**config.mk**
```make
export PLATFORM = sky130hd
export DESIGN_NAME = mem_access_unit_flat
export DESIGN_NICKNAME = d
export VERILOG_FILES = /design/src/rtl/mips_mem_pkg.sv /design/src/rtl/mem_access_unit_if.sv /design/src/rtl/load_extend.sv /design/src/rtl/mem_access_unit.sv /design/src/flat_wrapper.sv
export SDC_FILE = /design/constraint.sdc
export NUM_CORES = 1
export LEC_CHECK = 0
export BUFFER_PORTS_ARGS = -buffer_cell sky130_fd_sc_hd__buf_2
export CORE_UTILIZATION = 40
export CTS_CLUSTER_SIZE = 10
export DETAILED_ROUTE_END_ITERATION = 12
export PLACE_DENSITY = 0.65
export SLEW_MARGIN = 10
export SYNTH_ARGS = -nofsm -noshare
export SYNTH_HDL_FRONTEND = slang
export SYNTH_HIERARCHICAL = 1
export SYNTH_SLANG_ARGS = --single-unit
```
**constraint.sdc**
```tcl
create_clock -name clk -period 2.1 [get_ports clk]
set_clock_uncertainty 0.05 [all_clocks]
set_input_delay 0.105 -clock clk [delete_from_list [all_inputs] [get_ports clk]]
set_output_delay 0.105 -clock clk [all_outputs]
set_load 0.1 [all_outputs]
```
**src/rtl/mips_mem_pkg.sv**
```systemverilog
// Shared types and helpers for the MEM-stage load/store initiator.
package mips_mem_pkg;

  localparam int unsigned ADDR_W = 18;
  localparam int unsigned DATA_W = 32;
  localparam int unsigned CNT_W  = 4;

  typedef enum logic [2:0] {
    ST_IDLE  = 3'd0,
    ST_READ  = 3'd1,
    ST_WRITE = 3'd2,
    ST_HOLD  = 3'd3,
    ST_RESP  = 3'd4
  } mau_state_t;

  // Request attributes that must survive past the accept edge.
  typedef struct packed {
    logic byte_op;
    logic sgn;
  } req_attr_t;

  function automatic logic [DATA_W-1:0] ext_byte(input logic [7:0] d, input logic sgn);
    return {{(DATA_W-8){sgn & d[7]}}, d};
  endfunction

endpackage

```
**src/rtl/mem_access_unit_if.sv**
```systemverilog
// Datapath request/response and memory_block strobe bundle.
interface mem_access_unit_if #(
  parameter int unsigned ADDR_W = 18
);
  import mips_mem_pkg::DATA_W;

  logic              req_valid;
  logic              req_ready;
  logic              req_store;
  logic              req_byte;
  logic              req_signed;
  logic [ADDR_W-1:0] req_addr;
  logic [DATA_W-1:0] req_wdata;
  logic              resp_valid;
  logic              resp_err;
  logic [DATA_W-1:0] resp_rdata;
  logic [ADDR_W-1:0] mem_address;
  logic [DATA_W-1:0] mem_write_data;
  logic [DATA_W-1:0] mem_read_data;
  logic              memRead;
  logic              memWrite;
  logic              byteOperations;

  // The access unit serves requests and drives the memory.
  modport slave (
    input  req_valid, req_store, req_byte, req_signed, req_addr, req_wdata, mem_read_data,
    output req_ready, resp_valid, resp_err, resp_rdata,
    output mem_address, mem_write_data, memRead, memWrite, byteOperations
  );

  modport master (
    output req_valid, req_store, req_byte, req_signed, req_addr, req_wdata, mem_read_data,
    input  req_ready, resp_valid, resp_err, resp_rdata,
    input  mem_address, mem_write_data, memRead, memWrite, byteOperations
  );

endinterface

```
**src/rtl/load_extend.sv**
```systemverilog
// Load-data extension; also used by the register-file writeback mux.
module load_extend import mips_mem_pkg::*; (
  input  logic [DATA_W-1:0] din,
  input  logic              byte_op,
  input  logic              sgn,
  output logic [DATA_W-1:0] dout_c
);

  always_comb begin
    dout_c = din;
    if (byte_op) dout_c = ext_byte(din[7:0], sgn);
  end

endmodule

```
**src/rtl/mem_access_unit.sv**
```systemverilog
// MEM-stage load/store initiator: one request at a time, bounded access
// window toward memory_block, single-cycle response.
module mem_access_unit #(
  parameter int unsigned WAIT_CYCLES = 1,
  parameter int unsigned ADDR_W      = 18
) (
  input logic              clk,
  input logic              rst_n,
  mem_access_unit_if.slave bus
);
  import mips_mem_pkg::*;

  localparam logic [CNT_W-1:0] CNT_LOAD = CNT_W'(WAIT_CYCLES - 1);

  mau_state_t        state_q, state_d;
  logic [CNT_W-1:0]  cnt_q, cnt_d;
  logic [ADDR_W-1:0] addr_q, addr_d;
  logic [DATA_W-1:0] wdata_q, wdata_d;
  logic [DATA_W-1:0] rdata_q, rdata_d;
  req_attr_t         attr_q, attr_d;
  logic              err_q, err_d;
  logic              ready_q, ready_d;
  logic [DATA_W-1:0] ext_c;
  logic              accept_c, misalign_c, cnt_zero_c;

  // ready_q is only ever set while the FSM sits in IDLE.
  assign accept_c   = ready_q & bus.req_valid;
  assign misalign_c = ~bus.req_byte & (bus.req_addr[1:0] != 2'b00);
  assign cnt_zero_c = (cnt_q == '0);

  load_extend u_load_extend (
    .din    (bus.mem_read_data),
    .byte_op(attr_q.byte_op),
    .sgn    (attr_q.sgn),
    .dout_c (ext_c)
  );

  always_ff @(posedge clk or negedge rst_n) begin
    if (!rst_n) state_q <= ST_IDLE;
    else        state_q <= state_d;
  end

  always_comb begin
    state_d = state_q;
    case (state_q)
      ST_IDLE:  if (accept_c) state_d = misalign_c ? ST_RESP : (bus.req_store ? ST_WRITE : ST_READ);
      ST_READ:  if (cnt_zero_c) state_d = ST_RESP;
      ST_WRITE: state_d = ST_HOLD;
      ST_HOLD:  if (cnt_zero_c) state_d = ST_RESP;
      ST_RESP:  state_d = ST_IDLE;
      default:  state_d = ST_IDLE;
    endcase
  end

  // Request capture, wait counter and load-data capture.
  always_comb begin
    cnt_d   = cnt_q;
    addr_d  = addr_q;
    wdata_d = wdata_q;
    rdata_d = rdata_q;
    attr_d  = attr_q;
    err_d   = err_q;
    ready_d = (state_d == ST_IDLE);
    case (state_q)
      ST_IDLE: begin
        if (accept_c) begin
          addr_d         = bus.req_addr;
          wdata_d        = bus.req_wdata;
          attr_d.byte_op = bus.req_byte;
          attr_d.sgn     = bus.req_signed;
          err_d          = misalign_c;
          rdata_d        = '0;
          cnt_d          = CNT_LOAD;
        end
      end
      ST_READ: begin
        if (cnt_zero_c) rdata_d = ext_c;
        else            cnt_d   = cnt_q - CNT_W'(1);
      end
      ST_WRITE: cnt_d = CNT_LOAD;
      ST_HOLD:  if (!cnt_zero_c) cnt_d = cnt_q - CNT_W'(1);
      default: ;
    endcase
  end

  always_ff @(posedge clk or negedge rst_n) begin
    if (!rst_n) begin
      cnt_q   <= '0;
      addr_q  <= '0;
      wdata_q <= '0;
      rdata_q <= '0;
      attr_q  <= '0;
      err_q   <= 1'b0;
      ready_q <= 1'b0;
    end else begin
      cnt_q   <= cnt_d;
      addr_q  <= addr_d;
      wdata_q <= wdata_d;
      rdata_q <= rdata_d;
      attr_q  <= attr_d;
      err_q   <= err_d;
      ready_q <= ready_d;
    end
  end

  // Outputs decode only registers and the state register.
  always_comb begin
    bus.req_ready      = ready_q;
    bus.memRead        = (state_q == ST_READ);
    bus.memWrite       = (state_q == ST_WRITE);
    bus.byteOperations = attr_q.byte_op & ((state_q == ST_READ) | (state_q == ST_WRITE));
    bus.mem_address    = addr_q;
    bus.mem_write_data = wdata_q;
    bus.resp_valid     = (state_q == ST_RESP);
    bus.resp_err       = (state_q == ST_RESP) & err_q;
    bus.resp_rdata     = (state_q == ST_RESP) ? rdata_q : '0;
  end

endmodule
```
**src/flat_wrapper.sv**
```systemverilog
// flat-port wrapper written by rule: the top's interface ports become plain ports
module mem_access_unit_flat import mips_mem_pkg::*;
#(
  parameter int unsigned WAIT_CYCLES = 1,
  parameter int unsigned ADDR_W      = 18
)
  (clk, rst_n, bus_req_valid, bus_req_store, bus_req_byte, bus_req_signed, bus_req_addr, bus_req_wdata, bus_mem_read_data, bus_req_ready, bus_resp_valid, bus_resp_err, bus_resp_rdata, bus_mem_address, bus_mem_write_data, bus_memRead, bus_memWrite, bus_byteOperations);
  mem_access_unit_if #(.ADDR_W(ADDR_W)) bus_i ();
  input logic clk;
  input logic rst_n;
  input wire logic [$bits(bus_i.req_valid)-1:0] bus_req_valid;
  input wire logic [$bits(bus_i.req_store)-1:0] bus_req_store;
  input wire logic [$bits(bus_i.req_byte)-1:0] bus_req_byte;
  input wire logic [$bits(bus_i.req_signed)-1:0] bus_req_signed;
  input wire logic [$bits(bus_i.req_addr)-1:0] bus_req_addr;
  input wire logic [$bits(bus_i.req_wdata)-1:0] bus_req_wdata;
  input wire logic [$bits(bus_i.mem_read_data)-1:0] bus_mem_read_data;
  output wire logic [$bits(bus_i.req_ready)-1:0] bus_req_ready;
  output wire logic [$bits(bus_i.resp_valid)-1:0] bus_resp_valid;
  output wire logic [$bits(bus_i.resp_err)-1:0] bus_resp_err;
  output wire logic [$bits(bus_i.resp_rdata)-1:0] bus_resp_rdata;
  output wire logic [$bits(bus_i.mem_address)-1:0] bus_mem_address;
  output wire logic [$bits(bus_i.mem_write_data)-1:0] bus_mem_write_data;
  output wire logic [$bits(bus_i.memRead)-1:0] bus_memRead;
  output wire logic [$bits(bus_i.memWrite)-1:0] bus_memWrite;
  output wire logic [$bits(bus_i.byteOperations)-1:0] bus_byteOperations;
  assign bus_i.req_valid = bus_req_valid;
  assign bus_i.req_store = bus_req_store;
  assign bus_i.req_byte = bus_req_byte;
  assign bus_i.req_signed = bus_req_signed;
  assign bus_i.req_addr = bus_req_addr;
  assign bus_i.req_wdata = bus_req_wdata;
  assign bus_i.mem_read_data = bus_mem_read_data;
  assign bus_req_ready = bus_i.req_ready;
  assign bus_resp_valid = bus_i.resp_valid;
  assign bus_resp_err = bus_i.resp_err;
  assign bus_resp_rdata = bus_i.resp_rdata;
  assign bus_mem_address = bus_i.mem_address;
  assign bus_mem_write_data = bus_i.mem_write_data;
  assign bus_memRead = bus_i.memRead;
  assign bus_memWrite = bus_i.memWrite;
  assign bus_byteOperations = bus_i.byteOperations;
  mem_access_unit #(.WAIT_CYCLES(WAIT_CYCLES), .ADDR_W(ADDR_W)) u_core (.clk(clk), .rst_n(rst_n), .bus(bus_i));
endmodule
```
Word level (Yosys, flattened, before mapping). Index checks and enable logic that the tools add are counted.

Flip-flop bits (word level): 93. Output and inout port bits: 88. Word-level logic and storage cells: 47.

Add/subtract/negate cells: 1. Equality and inequality tests: 7. Multiplexer cells: 13. Bitwise logic cells: 7. Reductions and logical operators: 10.

Operators with widths (count): 32-bit 2-to-1 mux (4); 32-bit case mux with 2 select lines (1); 4-bit case mux with 3 select lines (1); 3-bit 2-to-1 mux (3); 3-bit case mux with 3 select lines (1); 4-bit 2-to-1 mux (2); 3-bit by 2-bit equality test with 1-bit output, second input constant (2); 3-bit zero test (2); 3-bit AND reduction (2); 1-bit AND (5); 4-bit zero test (1); 2-bit by 1-bit != test with 1-bit output, second input constant (2); 2-bit nonzero test (2); 4-bit by 1-bit subtractor with 4-bit output, second input constant (1); 3-bit by 1-bit equality test with 1-bit output, second input constant (1); 3-bit equality test, second input constant (1); 3-bit nonzero test (1); 2-bit 2-to-1 mux (1); 2-bit != test, second input constant (1); 2-bit AND reduction (1); 2-bit OR reduction (1); 1-bit inverter (1); 1-bit bitwise OR (1).

Longest topological paths before layout.
Word-level depth: 6. Depth in mapped cells: 6. Depth with buffers taken out: 5.

Hierarchy. The synthesis kept the hierarchy.

Modules (own cells, without submodules): mem_access_unit (times used 1, cells an instance 336, area an instance 4108.9 sq um); load_extend (times used 1, cells an instance 61, area an instance 327.8 sq um).

Worst setup path after synthesis. Ideal clock, no wire load.

Kind: reg2out. Start: register u_core.state_q[1]. End: output port bus_byteOperations. Arrival time: 2821 ps. Required time: 1945 ps. Slack: -876 ps. Stages on the path, launching flop included: 4. Cells stage by stage: dfrtp_1 > buf_2 > xnor2_1 > nor3b_1.

Cells in the longest elaborated chain, start to end: 3. Elaborated cells on any way between the ends: 4. Those cells by class: 2 x eq/ne; 2 x bitwise.

RTL lines: from (decl) (RTL line mem_access_unit.sv:15) `mau_state_t state_q, state_d;`; from (signal assigned) (RTL line mem_access_unit.sv:40) `else state_q <= state_d;`; 3-bit by 1-bit equality test with 1-bit output / 3-bit by 2-bit equality test with 1-bit output (equally long branches) (RTL line mem_access_unit.sv:111) `bus.byteOperations = attr_q.byte_op & ((state_q == ST_READ) | (state_q == ST_WRITE));`; 1-bit bitwise OR * (RTL line mem_access_unit.sv:111); 1-bit AND * (RTL line mem_access_unit.sv:111); to (decl) (RTL line flat_wrapper.sv:26) `output wire logic [$bits(bus_i.byteOperations)-1:0] bus_byteOperations;`.

Mark *: on every way between the ends. The rest lies on a longest branch, timed or not.

Final worst setup path.
Start: register u_core.state_q[0]. End: output port bus_resp_rdata[19].

Cells in the longest elaborated chain, start to end: 2.

RTL lines: 3-bit equality test (RTL line mem_access_unit.sv:116) `bus.resp_rdata = (state_q == ST_RESP) ? rdata_q : '0;`; 32-bit 2-to-1 mux (RTL line mem_access_unit.sv:116); to (decl) (RTL line flat_wrapper.sv:21) `output wire logic [$bits(bus_i.resp_rdata)-1:0] bus_resp_rdata;`.

No other way between the ends.

==> metrics <==
DRC viols=0; post-synth cell types=33; Max Fclk=509.3 MHz; vias in the first global route=about 3.8k; initial antenna violation count=0; CP Launch Type=flip-flop; row count=38; Mapped Area=4437 sq um; fin cells=slightly below 800; clock sinks=93; first-pass GRT wire length=between 15000 and 20000 um; crit-path cells=nor3b_4, buf_6, and2_1, buf_12; core area=10840 sq um; vias per cell=~4.7; Initial DRT Pass Iterations=4; synthesis-stage register bit count=93; Diodes inserted=0; slowest cell on the critical path=dfrtp_1; final WL=11300 um; Clock Tree Root=clkbuf_8; HP Class=in -> reg; Syn Inst Count=397; Crit path largest cell delay=510 ps; Max Root-Sink Buffers=2; status=completed; Worst-Margin Slew=approximately 730 ps; synthesis-to-layout area growth=52.79%; Setup TNS=0 ps; # placed instances=691; WHS=around 22 ps; post-layout min period=about 2000 ps; Clock Latency Late Sink=360 ps; busiest grt layer=met2; max_slew headroom=0.5100; RSZ-0062 raised after global routing=no; final cycle utilization of the critical path=0.9350; highest net fanout along the worst path=23; largest net degree at the start of global routing=56; Die W=107.3 um; HPWL after detailed placement=7309 um; sequential area share after synthesis=0.5245; Slew Limit Fails=0; setup violators final=0; Ys Warns=6; CTS tree=done; Num CTS Buffers=9; crit end category=output port; met1 Use GR=0.2552; final hold violations=0; htree depth=3; Post-Syn Area per Cell=11.18 sq um; crit-path leading delay family=simple AND/OR/NAND/NOR gates; # IOs=176; footprint of the multi-input gates=about 1700 sq um; die area=11520 sq um; Critical Path RT=just under 2000 ps; Fillers=868; Final #Nets=715; CP bufs+invs=2; worst setup path category=reg -> out; Initial Util=0.4093; Die Y=around 110 um; DR WL/cell=~15 um; layout cells sized above 1=0.4397; met2 GRT Util=0.3558; syn_nets=487; gp weighted congestion=0.7230; PortBufs=175; Crit path arrival time=approximately 1800 ps; Reg area=2328 sq um; final antenna-violating net count=0; initial DRC count=100; Total GRT Usage=0.2096; GR Overflow Total=0; grt met3 use=0.04479; max cap viols=0; Worst-path clk slew=90 ps; vias=3603
[path summary, 6_finish.rpt]
check,from,to,slack (ps),depth (start not counted)
setup / recovery,u_core/state_q[0],bus_resp_rdata[19],140,4
min in group asynchronous,rst_n,u_core/rdata_q[16],310,2
hold reg to reg,u_core/bus.mem_write_data[11],u_core/bus.mem_write_data[11],460,1
hold / removal,bus_mem_read_data[14],u_core/rdata_q[14],20,5
max in group asynchronous,rst_n,u_core/bus.mem_write_data[23],1040,3
setup reg to reg,u_core/state_q[1],u_core/bus.mem_write_data[14],210,4
[repair_timing]
item / 4_1_cts / 5_1_grt
gates resized for setup: 2 / 1
buffers inserted: 0 / 1
endpoints found under the hold margin: 115 / 0
endpoints found under the setup margin: 23 / 23
hold buffers: 62 / 0
pin swaps: 0 / 1
[worst register-to-register path, stage by stage (launching register included)]
cell and delay [ps]:
dfrtp_1 510, nor4b_4 340, and2_2 210, buf_12 240
mux2_2 430
[placed cells by master (no fill, tap or decap), types with 8 or more instances in the layout]
cell type / count
buf_2: 138
dfrtp_1: 92
inv_1: 63
dlygate4sd3_1: 62
mux2_2: 52
buf_12: 39
nand2_1: 35
mux2i_1: 33
and2_1: 24
o21ai_0: 22
and2_2: 10
clkbuf_8: 9
buf_4: 8
[synthesized netlist by cell type]
cell,n,area share
nor4bb_1,1,0.0023
o22ai_1,1,0.0014
o21ai_2,4,0.0079
clkbuf_1,7,0.0059
buf_6,7,0.018
nand4_1,2,0.0028
nor4b_4,1,0.0054
nor3b_1,3,0.0051
a21oi_1,1,0.0011
nand3_2,1,0.0023
nand3_1,2,0.0023
a22oi_2,1,0.0028
xnor2_1,1,0.0020
and2_1,34,0.048
or3b_2,1,0.0020
nor2b_1,1,0.0014
nand3b_1,2,0.0034
mux2i_1,33,0.074
mux2_2,52,0.13
clkbuf_2,2,0.0023
inv_1,63,0.053
ha_1,2,0.0056
buf_4,9,0.015
o2bb2ai_1,1,0.0020
nand2_1,35,0.030
o211ai_1,2,0.0034
nor3_1,2,0.0023
o32ai_1,2,0.0039
buf_2,6,0.0068
dfrtp_1,93,0.52
nor3b_2,1,0.0028
o21bai_1,2,0.0034
o21ai_0,22,0.025
[routing by layer]
layer | part of all wire | up-vias
met4 | 0.023 | 0
met2 | 0.48 | 150
met5 | 0 | -
li1 | - | 1717
met3 | 0.065 | 20
met1 | 0.43 | 1716
[flip-flops by register name, summed over array words and instances, names as in the netlist]
register,flops
u_core/bus.mem_write_data,32
u_core/err_q,1
u_core/attr_q,2
u_core/bus.req_ready,1
u_core/bus.mem_address,18
u_core/rdata_q,32
u_core/cnt_q,4
u_core/state_q,3
[final cells by class]
| type | count | share of cell area |
|---|---|---|
| well taps | 140 | 0.02584 |
| multi-input cells | 210 | 0.2508 |
| repair buffers | 248 | 0.3191 |
| clock inverters | 7 | 0.007567 |
| inverters | 63 | 0.03488 |
| flip-flops and latches | 93 | 0.3435 |
| clock buffers | 9 | 0.01827 |
[per-stage QoR]
step	util	cell area, sq um	setup WS (ps)
after floorplan	-	4463	14.73
after global placement	0.5502	5964	293.4
after detailed placement	0.5502	5964	247.7
after CTS	0.6243	6768	37.50
after global routing	0.6253	6779	31.77
final	0.6253	6779	136.4
[cell families after synthesis]
| group | Yosys count | synth area share |
|---|---|---|
| buffers and inverters | 94 | 0.1012 |
| DFF | 93 | 0.5245 |
| and+or+nand+nor | 86 | 0.1094 |
| muxes | 85 | 0.2064 |
| AOI/OAI and AO/OA | 36 | 0.05076 |
| adders and majority gates | 2 | 0.005639 |
| xor gates and xnor gates | 1 | 0.001974 |
Power is not shown: default switching activity piles up to over one toggle a cycle in this logic, so the estimate is an artifact.
